**src/rtl/ttpu_fp_pkg.sv**
```systemverilog
// Shared FP16 constants and the accumulator-driver state encoding.
package ttpu_fp_pkg;

    localparam int FP16_WIDTH = 16;
    localparam logic [FP16_WIDTH-1:0] FP16_ZERO = 16'h0000;
    localparam logic [FP16_WIDTH-1:0] FP16_ONE  = 16'h3C00;

    typedef enum logic [2:0] {
        IDLE,
        ACCEPT,
        ISSUE,
        WAIT_ADD,
        OUTPUT
    } fp_acc_state_t;

endpackage

```
**src/rtl/fp16_accum_driver.sv**
```systemverilog
// Reduces an FP16 element stream to one sum by issuing acc+x to an external adder.
// Optional adder watchdog: define FP_ACC_TIMEOUT_EN.
module fp16_accum_driver
    import ttpu_fp_pkg::*;
#(
    parameter int DATA_WIDTH     = 16,
    parameter int CNT_WIDTH      = 8,
    parameter int TIMEOUT_CYCLES = 64
) (
    input  logic                  clk,
    input  logic                  reset,
    input  logic                  in_valid,
    output logic                  in_ready,
    input  logic [DATA_WIDTH-1:0] in_data,
    input  logic                  in_last,
    output logic                  add_en,
    output logic [DATA_WIDTH-1:0] add_a,
    output logic [DATA_WIDTH-1:0] add_b,
    input  logic                  add_ready,
    input  logic [DATA_WIDTH-1:0] add_result,
    output logic                  out_valid,
    input  logic                  out_ready,
    output logic [DATA_WIDTH-1:0] out_data,
    output logic [CNT_WIDTH-1:0]  out_count,
    output logic                  err_timeout
);

    localparam logic [CNT_WIDTH-1:0]  CNT_MAX   = '1;
    localparam logic [DATA_WIDTH-1:0] ACC_CLEAR = DATA_WIDTH'(FP16_ZERO);

    fp_acc_state_t         state_reg, state_next;
    logic [DATA_WIDTH-1:0] acc_reg, acc_next;
    logic [DATA_WIDTH-1:0] elem_reg, elem_next;
    logic                  last_reg, last_next;
    logic [CNT_WIDTH-1:0]  count_reg, count_next;

`ifdef FP_ACC_TIMEOUT_EN
    localparam int WAIT_W = $clog2(TIMEOUT_CYCLES + 1);
    localparam logic [WAIT_W-1:0] WAIT_LIMIT = WAIT_W'(TIMEOUT_CYCLES - 1);

    logic [WAIT_W-1:0] wait_cnt_reg, wait_cnt_next;
    logic              err_reg, err_next;
`endif

    always_ff @(posedge clk) begin
        if (reset) begin
            state_reg <= IDLE;
            acc_reg   <= ACC_CLEAR;
            elem_reg  <= '0;
            last_reg  <= 1'b0;
            count_reg <= '0;
`ifdef FP_ACC_TIMEOUT_EN
            wait_cnt_reg <= '0;
            err_reg      <= 1'b0;
`endif
        end else begin
            state_reg <= state_next;
            acc_reg   <= acc_next;
            elem_reg  <= elem_next;
            last_reg  <= last_next;
            count_reg <= count_next;
`ifdef FP_ACC_TIMEOUT_EN
            wait_cnt_reg <= wait_cnt_next;
            err_reg      <= err_next;
`endif
        end
    end

    always_comb begin
        state_next = state_reg;
        acc_next   = acc_reg;
        elem_next  = elem_reg;
        last_next  = last_reg;
        count_next = count_reg;
`ifdef FP_ACC_TIMEOUT_EN
        wait_cnt_next = '0;
        err_next      = err_reg;
`endif
        case (state_reg)
            IDLE: state_next = ACCEPT;
            ACCEPT: begin
                if (in_valid) begin
                    elem_next  = in_data;
                    last_next  = in_last;
                    // Saturate so very long vectors still sum correctly, only the count clips.
                    count_next = (count_reg == CNT_MAX) ? count_reg : count_reg + 1'b1;
                    state_next = ISSUE;
                end
            end
            ISSUE: state_next = WAIT_ADD;
            WAIT_ADD: begin
                if (add_ready) begin
                    acc_next   = add_result;
                    state_next = last_reg ? OUTPUT : ACCEPT;
                end
`ifdef FP_ACC_TIMEOUT_EN
                else if (wait_cnt_reg == WAIT_LIMIT) begin
                    // Adder never answered: drop the partial vector and flag it.
                    err_next   = 1'b1;
                    acc_next   = ACC_CLEAR;
                    count_next = '0;
                    state_next = ACCEPT;
                end else begin
                    wait_cnt_next = wait_cnt_reg + 1'b1;
                end
`endif
            end
            OUTPUT: begin
                if (out_ready) begin
                    acc_next   = ACC_CLEAR;
                    count_next = '0;
                    state_next = ACCEPT;
                end
            end
            default: state_next = IDLE;
        endcase
    end

    assign in_ready  = (state_reg == ACCEPT);
    assign add_en    = (state_reg == ISSUE) || (state_reg == WAIT_ADD);
    assign add_a     = add_en ? acc_reg : '0;
    assign add_b     = add_en ? elem_reg : '0;
    assign out_valid = (state_reg == OUTPUT);
    assign out_data  = out_valid ? acc_reg : '0;
    assign out_count = out_valid ? count_reg : '0;

`ifdef FP_ACC_TIMEOUT_EN
    assign err_timeout = err_reg;
`else
    assign err_timeout = 1'b0;
`endif

endmodule

```
**config.mk**
```make
export PLATFORM = sky130hd
export DESIGN_NAME = fp16_accum_driver
export DESIGN_NICKNAME = d
export VERILOG_FILES = /design/src/rtl/ttpu_fp_pkg.sv /design/src/rtl/fp16_accum_driver.sv
export SDC_FILE = /design/constraint.sdc
export NUM_CORES = 1
export LEC_CHECK = 0
export ABC_AREA = 1
export CORE_ASPECT_RATIO = 1.2
export CORE_UTILIZATION = 42
export DETAILED_ROUTE_END_ITERATION = 10
export PLACE_DENSITY = 0.86
export SLEW_MARGIN = 0
export SYNTH_ARGS = -nofsm -noshare
export SYNTH_HDL_FRONTEND = slang
export SYNTH_SLANG_ARGS = --single-unit
```
**constraint.sdc**
```tcl
create_clock -name clk -period 1.55 [get_ports clk]
set_input_delay 0.31 -clock clk [delete_from_list [all_inputs] [get_ports clk]]
set_output_delay 0.31 -clock clk [all_outputs]
set_load 0.01 [all_outputs]
```
==> results of run 1 <==
worst max-delay path, cell delays in order (launching register included):
cell,delay [ns]
dfxtp_2,0.34
inv_4,0.08
nand2_4,0.06
nor2_4,0.11
inv_4,0.07
buf_12,0.15
nor2_2,0.09
buf_2,0.14
worst max-delay path by stage:
stage	endpoint	startpoint	cells after the start	slack, ns
after floorplan	add_a[0]	state_reg[1]$_SDFFE_PP0P_	5	0.02
after global placement	add_a[15]	state_reg[1]$_SDFFE_PP0P_	6	-0.19
after detailed placement	add_a[15]	state_reg[1]$_SDFFE_PP0P_	6	-0.24
after CTS	out_data[7]	state_reg[1]$_SDFFE_PP0P_	7	-0.12
after global routing	add_b[3]	state_reg[1]$_SDFFE_PP0P_	6	-0.16
final	out_data[13]	state_reg[1]$_SDFFE_PP0P_	7	-0.11
cell usage after synthesis, types with 2 or more instances:
cell / n
inv_2: 4
o21ai_1: 7
buf_2: 5
a21oi_1: 44
nand4_1: 18
nand2_1: 55
nand2_2: 2
dfxtp_1: 44
clkbuf_1: 13
nand3_1: 9
buf_4: 2
nor2_1: 77
o21ai_0: 11
inv_1: 49
through the flow:
step / setup slack (ns) / hold WS [ns]
global route: -0.159 / 0.487
CTS: -0.117 / 0.457
global placement: -0.193 / 0.438
floorplan: 0.0243 / 0.379
detailed placement: -0.240 / 0.445
finish: -0.108 / 0.465
metal layers:
metal	GRT usage, %	up-vias
met3	4.12	13
met2	41.9	99
li1	-	1337
met5	0	-
met1	29.4	1277
met4	10.2	0
final cells by class:
class                      count  area share [%]
clock buffer                   5            1.78
clock inverter                 1           0.777
inverter                      54            5.51
multi-input combinational    232            35.0
sequential                    44            23.0
tap                           60            1.94
timing repair buffer         134            31.9
power by group through the flow:
stage / Sequential (mW) / Clock (mW) / Combinational [mW]
final: 1.24 / 0.833 / 0.751
after global routing: 1.25 / 0.889 / 0.817
after global placement: 1.26 / 0 / 0.544
after detailed placement: 1.27 / 0 / 0.563
after CTS: 1.24 / 0.837 / 0.598
after floorplan: 1.26 / 0 / 0.306
cell families after synthesis:
group / count (synthesis) / synth area share, %
buffers and inverters: 75 / 13.6
adders and majority gates: 1 / 0.556
xor gates and xnor gates: 1 / 0.389
AOI/OAI and AO/OA: 63 / 14.1
other: 1 / 0.167
DFF: 44 / 39.1
and+or+nand+nor: 166 / 32.1
layout by cell type (no fill, tap or decap), types with 12 or more instances in the layout:
cell / instances
nand2_1: 54
inv_1: 48
a21oi_1: 44
dfxtp_1: 39
clkdlybuf4s50_1: 37
buf_6: 34
nor2_4: 31
nor2_1: 30
buf_2: 29
buf_4: 28
nand4_1: 18
nor2_2: 17
o21ai_1: 12
what timing repair did:
item | 4_1_cts | 5_1_grt
gates cloned | 1 | 1
buffers inserted | 3 | 4
endpoints found under the setup margin | 62 | 71
resized for setup | 270 | 109
pin swaps | 1 | 1
==> flow_summary.json, run 1 <==
{
  "status": "finished, violations left",
  "violations": "negative setup slack",
  "wl_met2_mm": 4.17,
  "antenna_found_initial": 0,
  "sequentialPowerShare_pct": 44.0,
  "synth_seq_cells": 44,
  "drive_gt1_share_pct": 36.0,
  "critPathKind": "reg -> out",
  "drtIter0Drc": 265,
  "max_freq_ghz": 0.603,
  "syn2layout_area_growth_pct": 71.6,
  "synth_flop_cell": "dfxtp_1",
  "pwr-share-clk_pct": 29.5,
  "startpoint_type": "register",
  "grt_overflow": 0,
  "seq_area_frac_synth_pct": 39.1,
  "grt_pass1_wl_mm": 10.4,
  "multi_input_area_um2": 1350,
  "start_util_pct": 44.6,
  "synth_cell_type_count": 25,
  "fill_cells": 358,
  "final.setup.worst_slack_ns": -0.108,
  "fp.dieH_um": 82.2,
  "dr_wl_met3_um": 359,
  "hold_start": "acc_reg[1]$_SDFFE_PP0P_",
  "rsz0062_at_grt": "true",
  "required_ns": 1.24,
  "grt_max_degree": 35,
  "power_switching_uw": 830,
  "r2r-start": "state_reg[1]$_SDFFE_PP0P_",
  "min_to": "acc_reg[1]$_SDFFE_PP0P_",
  "boundaryPins": 98,
  "comb_power_share_pct": 26.5,
  "ff_latch_area_um2": 890,
  "finalCritPeriodShare_pct": 107,
  "cts.sinks": 44,
  "drv_cap": 0,
  "syn_inst": 351,
  "cts_tree": "done",
  "syn_avg_cell_area_um2": 6.41,
  "clock_latency_ns": 0.29,
  "yosys_warnings": 0,
  "design_area_um2": 3860,
  "post-route-min-period_ns": 1.66,
  "dieWidth_um": 68.8,
  "r2r_cells": 7,
  "antenna_left": 0,
  "p_sw_share_pct": 29.3,
  "timing.setup.tns_ns": -3.74,
  "place_area_um2": 3440,
  "first_pass_iters": 4,
  "worstPathArrival_ns": 1.35,
  "synth_area_leaders": "dfxtp_1 (39%), nor2_1 (13%), a21oi_1 (9.8%), nand2_1 (9.2%), inv_1 (8.2%)",
  "cp_max_fo": 15,
  "endpoint_kind": "primary output",
  "hpwl_mm": 4.74,
  "synth_top_cell_area_share_pct": 39.1,
  "postCtsHoldBufs": 0,
  "hold_viol": 0,
  "grt_usage_pct": 24.3,
  "regToRegSetupSlack_ns": 0.05,
  "syn-cell-area_um2": 2250,
  "port-buffer-count": 96,
  "setup_violations": 57,
  "synth_edf_count": 0,
  "power.internal_mw": 2.00,
  "first_global_vias": 2384,
  "cts.clk_slew.worst_paths_ns": 0.08,
  "viasPerCell": 5.14,
  "vias": 2726,
  "maxSlewViolCount": 0,
  "final_util_pct": 76.6,
  "cts.htree.levels": 2,
  "core_area_um2": 5040,
  "routed_wirelength_mm": 7.49,
  "place.gp.congestion": 0.883,
  "ctsLongestPathBuffers": 2,
  "p_leak_nw": 1.56,
  "rows": 28,
  "min_path_cells": 2,
  "totalPowerFinal_mw": 2.83,
  "final_cell_count_no_fill": 530,
  "r2r_end": "last_reg$_SDFFE_PP0P_",
  "drt-met1-wl_mm": 2.83,
  "placed_cells": 516,
  "vdd_ir_drop_max_v": 0.000666,
  "syn_nets": 390,
  "hp-class": "reg -> reg",
  "wl_per_cell_um": 14.1,
  "power_per_cell_area_nw_per_um2": 732,
  "synth_area_leader_cell": "dfxtp_1",
  "dieArea_um2": 5660,
  "cts_root_buf": "clkbuf_8",
  "topRoutingLayerUsed": "met4",
  "drt_drc_violations_left": 0,
  "async_flop_share_pct": 0,
  "cts_buffers": 5,
  "nNetsFinal": 510,
  "diodes": 0,
  "finClkSkew_ns": 0.00673
}
(Power assumes the default switching activity.)
==> run 2: changes to the inputs <==
Settings changed: CAP_MARGIN set to 15.
==> results of run 2 <==
The final DEF is identical to that of run 1; final timing and power are the same.
